File: config.mk
export PLATFORM = sky130hd
export DESIGN_NAME = dwt_lift53_flat
export DESIGN_NICKNAME = d
export VERILOG_FILES = /design/src/rtl/dwt_lift53_if.sv /design/src/rtl/dwt_lift53.sv /design/src/flat_wrapper.sv
export SDC_FILE = /design/constraint.sdc
export NUM_CORES = 1
export LEC_CHECK = 0
export CAP_MARGIN = 30
export CORE_ASPECT_RATIO = 2
export CORE_MARGIN = 2
export CORE_UTILIZATION = 59
export DETAILED_ROUTE_END_ITERATION = 7
export PLACE_DENSITY_LB_ADDON = 0.3
export SYNTH_ARGS = -nofsm -noshare
export SYNTH_HDL_FRONTEND = slang
export SYNTH_SLANG_ARGS = --single-unit
File: constraint.sdc
create_clock -name i_clk -period 7.2 [get_ports i_clk]
set_input_delay 1.44 -clock i_clk [delete_from_list [all_inputs] [get_ports i_clk]]
set_output_delay 1.44 -clock i_clk [all_outputs]
set_load 0.01 [all_outputs]
File: src/rtl/dwt_lift53_if.sv
// Sample-window / coefficient bus for the 5/3 lifting DWT stage.
// err is the sticky protocol-error flag, exported so a testbench can observe it.
interface dwt_lift53_if #(
  parameter int unsigned BW = 8,
  parameter int unsigned OW = BW + 2
);
  logic                 enable;
  logic                 clear;
  logic [3*BW-1:0]      win;
  logic                 win_valid;
  logic                 sol;
  logic                 eol;
  logic signed [OW-1:0] low;
  logic signed [OW-1:0] high;
  logic                 out_valid;
  logic                 out_last;
  logic                 busy;
  logic                 err;

  modport master (
    output enable, clear, win, win_valid, sol, eol,
    input  low, high, out_valid, out_last, busy, err
  );

  modport slave (
    input  enable, clear, win, win_valid, sol, eol,
    output low, high, out_valid, out_last, busy, err
  );
endinterface

File: src/rtl/dwt_lift53.sv
// Two-stage LeGall 5/3 forward lifting: stage 1 predicts d[n], stage 2 updates s[n].
// Line edges use symmetric extension (x2e = x0 at eol, dp = d at line start).
module dwt_lift53 #(
  parameter int unsigned BW = 8,
  parameter int unsigned OW = BW + 2
) (
  input logic         i_clk,
  input logic         i_rst_n,
  dwt_lift53_if.slave io_bus
);

  typedef enum logic [0:0] {StIdle, StRun} state_e;

  state_e r_state, w_state_d;

  logic signed [OW-1:0] w_x0, w_x1, w_x2, w_x2e, w_sum, w_d;
  logic signed [OW-1:0] w_dp, w_s;
  logic signed [OW:0]   w_acc;
  logic                 w_line_open;

  logic signed [OW-1:0] r_d, r_x0, r_d_prev, r_low, r_high;
  logic                 r_sol1, r_eol1, r_v1;
  logic                 r_out_valid, r_out_last, r_err;

  // A line is open only in RUN and not once its eol pair sits in stage 1.
  assign w_line_open = (r_state == StRun) && !(r_v1 && r_eol1);

  // Stage 1: predict
  always_comb begin
    w_x0  = OW'(io_bus.win[BW-1:0]);
    w_x1  = OW'(io_bus.win[2*BW-1:BW]);
    w_x2  = OW'(io_bus.win[3*BW-1:2*BW]);
    w_x2e = io_bus.eol ? w_x0 : w_x2;
    w_sum = w_x0 + w_x2e;
    w_d   = w_x1 - (w_sum >>> 1);
  end

  // Stage 2: update; one guard bit keeps dp + d + 2 from wrapping when d is at its maximum.
  always_comb begin
    w_dp  = r_sol1 ? r_d : r_d_prev;
    w_acc = (OW+1)'(w_dp) + (OW+1)'(r_d) + (OW+1)'(2);
    w_s   = r_x0 + OW'(w_acc >>> 2);
  end

  always_ff @(posedge i_clk or negedge i_rst_n) begin
    if (!i_rst_n) begin
      r_d         <= '0;
      r_x0        <= '0;
      r_sol1      <= 1'b0;
      r_eol1      <= 1'b0;
      r_v1        <= 1'b0;
      r_d_prev    <= '0;
      r_low       <= '0;
      r_high      <= '0;
      r_out_valid <= 1'b0;
      r_out_last  <= 1'b0;
      r_err       <= 1'b0;
    end else if (io_bus.clear) begin
      r_v1        <= 1'b0;
      r_d_prev    <= '0;
      r_out_valid <= 1'b0;
      r_out_last  <= 1'b0;
    end else if (io_bus.enable) begin
      r_v1 <= io_bus.win_valid;
      if (io_bus.win_valid) begin
        r_d    <= w_d;
        r_x0   <= w_x0;
        r_sol1 <= io_bus.sol || !w_line_open;
        r_eol1 <= io_bus.eol;
        r_err  <= r_err || (!io_bus.sol && !w_line_open);
      end
      r_out_valid <= r_v1;
      r_out_last  <= r_v1 && r_eol1;
      if (r_v1) begin
        r_low    <= w_s;
        r_high   <= r_d;
        r_d_prev <= r_d;
      end
    end
  end

  always_ff @(posedge i_clk or negedge i_rst_n) begin
    if (!i_rst_n) begin
      r_state <= StIdle;
    end else begin
      r_state <= w_state_d;
    end
  end

  always_comb begin
    w_state_d = r_state;
    if (io_bus.clear) begin
      w_state_d = StIdle;
    end else if (io_bus.enable) begin
      if (io_bus.win_valid) begin
        w_state_d = StRun;
      end else if (r_v1 && r_eol1) begin
        w_state_d = StIdle;
      end
    end
  end

  always_comb begin
    io_bus.busy      = (r_state == StRun);
    io_bus.low       = r_low;
    io_bus.high      = r_high;
    io_bus.out_valid = r_out_valid;
    io_bus.out_last  = r_out_last;
    io_bus.err       = r_err;
  end

endmodule

File: src/flat_wrapper.sv
// flat-port wrapper written by rule: the top's interface ports become plain ports
module dwt_lift53_flat 
#(
  parameter int unsigned BW = 8,
  parameter int unsigned OW = BW + 2
)
  (i_clk, i_rst_n, io_bus_enable, io_bus_clear, io_bus_win, io_bus_win_valid, io_bus_sol, io_bus_eol, io_bus_low, io_bus_high, io_bus_out_valid, io_bus_out_last, io_bus_busy, io_bus_err);
  dwt_lift53_if #(.BW(BW), .OW(OW)) io_bus_i ();
  input logic i_clk;
  input logic i_rst_n;
  input wire logic [$bits(io_bus_i.enable)-1:0] io_bus_enable;
  input wire logic [$bits(io_bus_i.clear)-1:0] io_bus_clear;
  input wire logic [$bits(io_bus_i.win)-1:0] io_bus_win;
  input wire logic [$bits(io_bus_i.win_valid)-1:0] io_bus_win_valid;
  input wire logic [$bits(io_bus_i.sol)-1:0] io_bus_sol;
  input wire logic [$bits(io_bus_i.eol)-1:0] io_bus_eol;
  output wire logic [$bits(io_bus_i.low)-1:0] io_bus_low;
  output wire logic [$bits(io_bus_i.high)-1:0] io_bus_high;
  output wire logic [$bits(io_bus_i.out_valid)-1:0] io_bus_out_valid;
  output wire logic [$bits(io_bus_i.out_last)-1:0] io_bus_out_last;
  output wire logic [$bits(io_bus_i.busy)-1:0] io_bus_busy;
  output wire logic [$bits(io_bus_i.err)-1:0] io_bus_err;
  assign io_bus_i.enable = io_bus_enable;
  assign io_bus_i.clear = io_bus_clear;
  assign io_bus_i.win = io_bus_win;
  assign io_bus_i.win_valid = io_bus_win_valid;
  assign io_bus_i.sol = io_bus_sol;
  assign io_bus_i.eol = io_bus_eol;
  assign io_bus_low = io_bus_i.low;
  assign io_bus_high = io_bus_i.high;
  assign io_bus_out_valid = io_bus_i.out_valid;
  assign io_bus_out_last = io_bus_i.out_last;
  assign io_bus_busy = io_bus_i.busy;
  assign io_bus_err = io_bus_i.err;
  dwt_lift53 #(.BW(BW), .OW(OW)) u_core (.i_clk(i_clk), .i_rst_n(i_rst_n), .io_bus(io_bus_i));
endmodule
# Word-level counts from Yosys, hierarchy flattened

Cells that the tools add are included.

Register bits: 55
Latch bits: 0
Bits in writable memories: 0
Bits in read-only memories: 0
Output and inout port bits: 24
Memories kept: 0

$add $sub $neg: 5
$mul: 0
Div/mod/pow operators: 0
Magnitude comparators: 0
Eq/ne operators: 0
Shift operators: 0
Mux-type cells: 15
Bitwise operators: 1
Reduce and logical (&&, ||, !) cells: 15

Operators by type and width:

| kind                  | count |
|---|---|
| $mux 10               | 4 |
| $add 10x10->11        | 1 |
| $add 11x3->11 const B | 1 |
| $add 9x9->10          | 1 |
| $mux 1                | 10 |
| $sub 9x9->10          | 1 |
| $add 8x8->9           | 1 |
| $mux 8                | 1 |
| $reduce_and 3->1      | 2 |
| $reduce_and 2->1      | 2 |
| $reduce_bool 2->1     | 2 |
| $logic_and 1x1->1     | 3 |
| $logic_not 1->1       | 3 |
| $reduce_bool 3->1     | 1 |
| $logic_or 1x1->1      | 2 |
| $not 1->1             | 1 |

# Depth between registers and ports, before layout

Depth in word-level cells: 6
Gate-level depth with buffers: 17

# Worst setup path before layout

OpenSTA, ideal clock, no wires.

Path kind: in2reg
From: input io_bus_eol
To: register u_core.r_d[7]
Arrival: 4.174 ns
Path slack: 2.894 ns
Stages on the path: 13
Buffers on the path: 1
Cells stage by stage: buf_6 -> mux2_2 -> fa_1 -> a21o_1 -> a21oi_1 -> o21bai_1 -> a21oi_1 -> nor2_1 -> a211oi_1 -> ha_1 -> nor3b_1 -> and3_1 -> or3_1

Word-level cells in the longest chain between the ends: 3

RTL lines:

| item                 | line               | text |
|---|---|---|
| start, declared      | flat_wrapper.sv:16 | `input wire logic [$bits(io_bus_i.eol)-1:0] io_bus_eol;` |
| $mux 8               | dwt_lift53.sv:33   | `w_x2e = io_bus.eol ? w_x0 : w_x2;` |
| $add 8x8->9          | dwt_lift53.sv:34   | `w_sum = w_x0 + w_x2e;` |
| $sub 9x9->10         | dwt_lift53.sv:35   | `w_d = w_x1 - (w_sum >>> 1);` |
| end signal, assigned | dwt_lift53.sv:66   | `r_d <= w_d;` |
| end, declared        | dwt_lift53.sv:21   | `logic signed [OW-1:0] r_d, r_x0, r_d_prev, r_low, r_high;` |

Every way passes these cells.
A chain may end at the register's enable or synchronous reset.

# Worst setup path in the final report

Same ends and word-level chain as after synthesis.

==> metrics.txt <==
Leak 2.07 nW; Die Area approximately 6900 µm²; Clock Tree Root clkbuf_16; vias in the first global route about 3,100; Hold WC Path Type reg -> reg; largest net degree at the start of global routing between 50 and 60; cts repair resizes 0; commonest cells in the netlist nand2_1 (78), dfrtp_1 (55), ha_1 (40); gpl congestion between 0.8 and 0.9; DIE HEIGHT 116 µm; critical path class in -> reg; CP most frequent cell a21oi_1; initial antenna violation count 0; core area 6010 µm²; CTS Buffer Depth 2; Yosys top cell by area dfrtp_1; Final Max Tran Viols 0; Hold Vio Cnt, Final 0; Post-CTS Setup Bufs 0; Tcrit/Tclk final around 69%; Synth Warn # 0; clk sink count 55; total clock buffers created by CTS 5; # port buffers 54; fmax 202 MHz; Design Area, Final around 4400 µm²; # setup viols final 0; final antenna-violating net count 0; RSZ-0062 raised after global routing no; synthesis-stage register bit count 55; WP data arrival around 5.1 ns; antenna cell count 0; Final nets roughly 510; area of the mapped netlist between 3000 and 4000 µm²; Mapped Cells approximately 390; VDD IR max ~0.18 mV; total power 1.60 mW; Initial Util 61.2%; Layout area overhead 20.7%; Yosys top cell area share a little under two fifths; drt drc 0; Synth Flop Type dfrtp_1; slowest CP cell clkdlybuf4s50_1; per-cell routed wire length 15.3 µm; via count between 2,000 and 3,000; Row Count 40; setup TNS 0 ns; fin util ~74%; Avg Inst Size Synth approximately 9.6 µm²; die width between 50 and 60 µm; Clk Latency, worst-skew pair roughly 0.30 ns; Setup crit start kind input pin; dpl hpwl slightly above 6000 µm; CP endpoint kind register; placed cell area 4280 µm²; CTS H-tree lvls 2; Max-slew headroom 36.7%; clock period minus worst slack between 4 and 5 ns; Iteration-0 DRC Markers 116; vias per cell 5.98; Pwr Density 361 nW/µm²; Worst Path Required around 7.4 ns; MaxCap Viol Count 0; Least-Margin Pin Slew 0.949 ns; Post-synth ARST share 100%; WL final between 7000 and 8000 µm; GRT overflow 0; cells along the critical path clkdlybuf4s50_1 > mux2_2 > fa_1 > a21o_1 > a21oi_1 > o21bai_1 > a21oi_1 > nor2_1 > a211oi_1 > ha_1 > nor3b_1 > and3_1 > or3_1; setup ws final between 2 and 2.5 ns; Clock Skew a little over 0.006 ns; cts hold-fix bufs 0; CTS clk-pin slew, worst paths approximately 0.070 ns; share of cells above drive strength 1 9.84%; GRT Total Usage between 20% and 30%; sequential-to-total area share from yosys stat around 37%; CTS tree done; hold slack ~0.48 ns; pre-CTS setup slack between 1.5 and 2 ns; Max stage delay on crit path 0.75 ns; count leader, synth nand2_1; Post-Place Cells 492; Cell variety after synth between 40 and 50; top cells by area, synth dfrtp_1 (37%), ha_1 (14%), nand2_1 (8.0%); global-route wire length before repair ~13,000 µm; syn_nets between 400 and 500; critical path's top delay family compound AO/OA/AOI/OAI gates; crit path max fanout 10; number of synthesized flops with an enable pin 0; post-route insts no fill 500; Ports 55; worst path bufs/invs 1; First-pass DRT Iterations 4; outcome complete, no violations
## report_power, final
group          internal [mW]  total (mW)  switching [mW]
Clock                  0.148       0.259           0.111
Sequential             0.392       0.460          0.0682
Combinational          0.440       0.880           0.440
Total                  0.981        1.60           0.619
## metal layers
layer,vias up,routed length [µm],GRT usage (%)
met5,-,0,0
met4,0,348,13.9
met3,27,216,3.79
met2,69,4330,45.4
met1,1436,2730,24.9
li1,1459,-,-
## state kept, by name, indices dropped and copies added (netlist names)
name,count
u_core.io_bus.busy,1
u_core.r_v1,1
u_core.r_eol1,1
u_core.io_bus.err,1
u_core.r_sol1,1
u_core.r_d,10
u_core.io_bus.out_last,1
u_core.r_d_prev,10
u_core.io_bus.low,10
u_core.io_bus.high,10
u_core.r_x0,8
u_core.io_bus.out_valid,1
## final timing paths
kind | from | end | slack (ns) | cells past startpoint
worst max-delay path | io_bus_eol | u_core.r_d[7] | 2.25 | 13
worst min-delay path | u_core.io_bus.low[7] | u_core.io_bus.low[7] | 0.48 | 1
worst max register to register | u_core.r_sol1 | u_core.io_bus.low[8] | 2.83 | 15
worst min register to register | u_core.io_bus.low[7] | u_core.io_bus.low[7] | 0.48 | 1
max in group asynchronous | i_rst_n | u_core.io_bus.busy | 5.50 | 2
min in group asynchronous | i_rst_n | u_core.io_bus.high[5] | 1.25 | 2
## layout by cell type (no fill, tap or decap), types with 8 or more instances in the layout
cell	synthesis	final
nand2_1	78	78
dfrtp_1	55	55
clkdlybuf4s50_1	0	53
ha_1	40	40
a21oi_1	26	26
mux2_2	23	23
nor2_1	17	17
o21ai_1	12	12
inv_1	11	11
nor3_1	11	11
o21a_1	11	11
xnor2_1	9	9
xor2_1	8	8
## cell families (layout without fill, tap and decap cells)
family / Yosys count / in the layout / share of synthesized area, %
DFF: 55 / 55 / 37.4
muxes: 27 / 27 / 8.20
adders and majority gates: 44 / 44 / 15.8
buffers and inverters: 25 / 77 / 2.76
xor gates and xnor gates: 18 / 18 / 4.66
and+or+nand+nor: 131 / 131 / 15.5
AOI/OAI and AO/OA: 85 / 85 / 15.7
## cell type report
cell class	instances	area, µm²
Clock buffer	7	153
Tap cell	63	78.8
Inverter	12	45.0
Multi-Input combinational cell	305	2200
Sequential cell	55	1380
Fill cell	436	1570
Timing Repair Buffer	57	578
Clock inverter	1	7.51
Note: power is estimated with default switching activity, not from simulation.
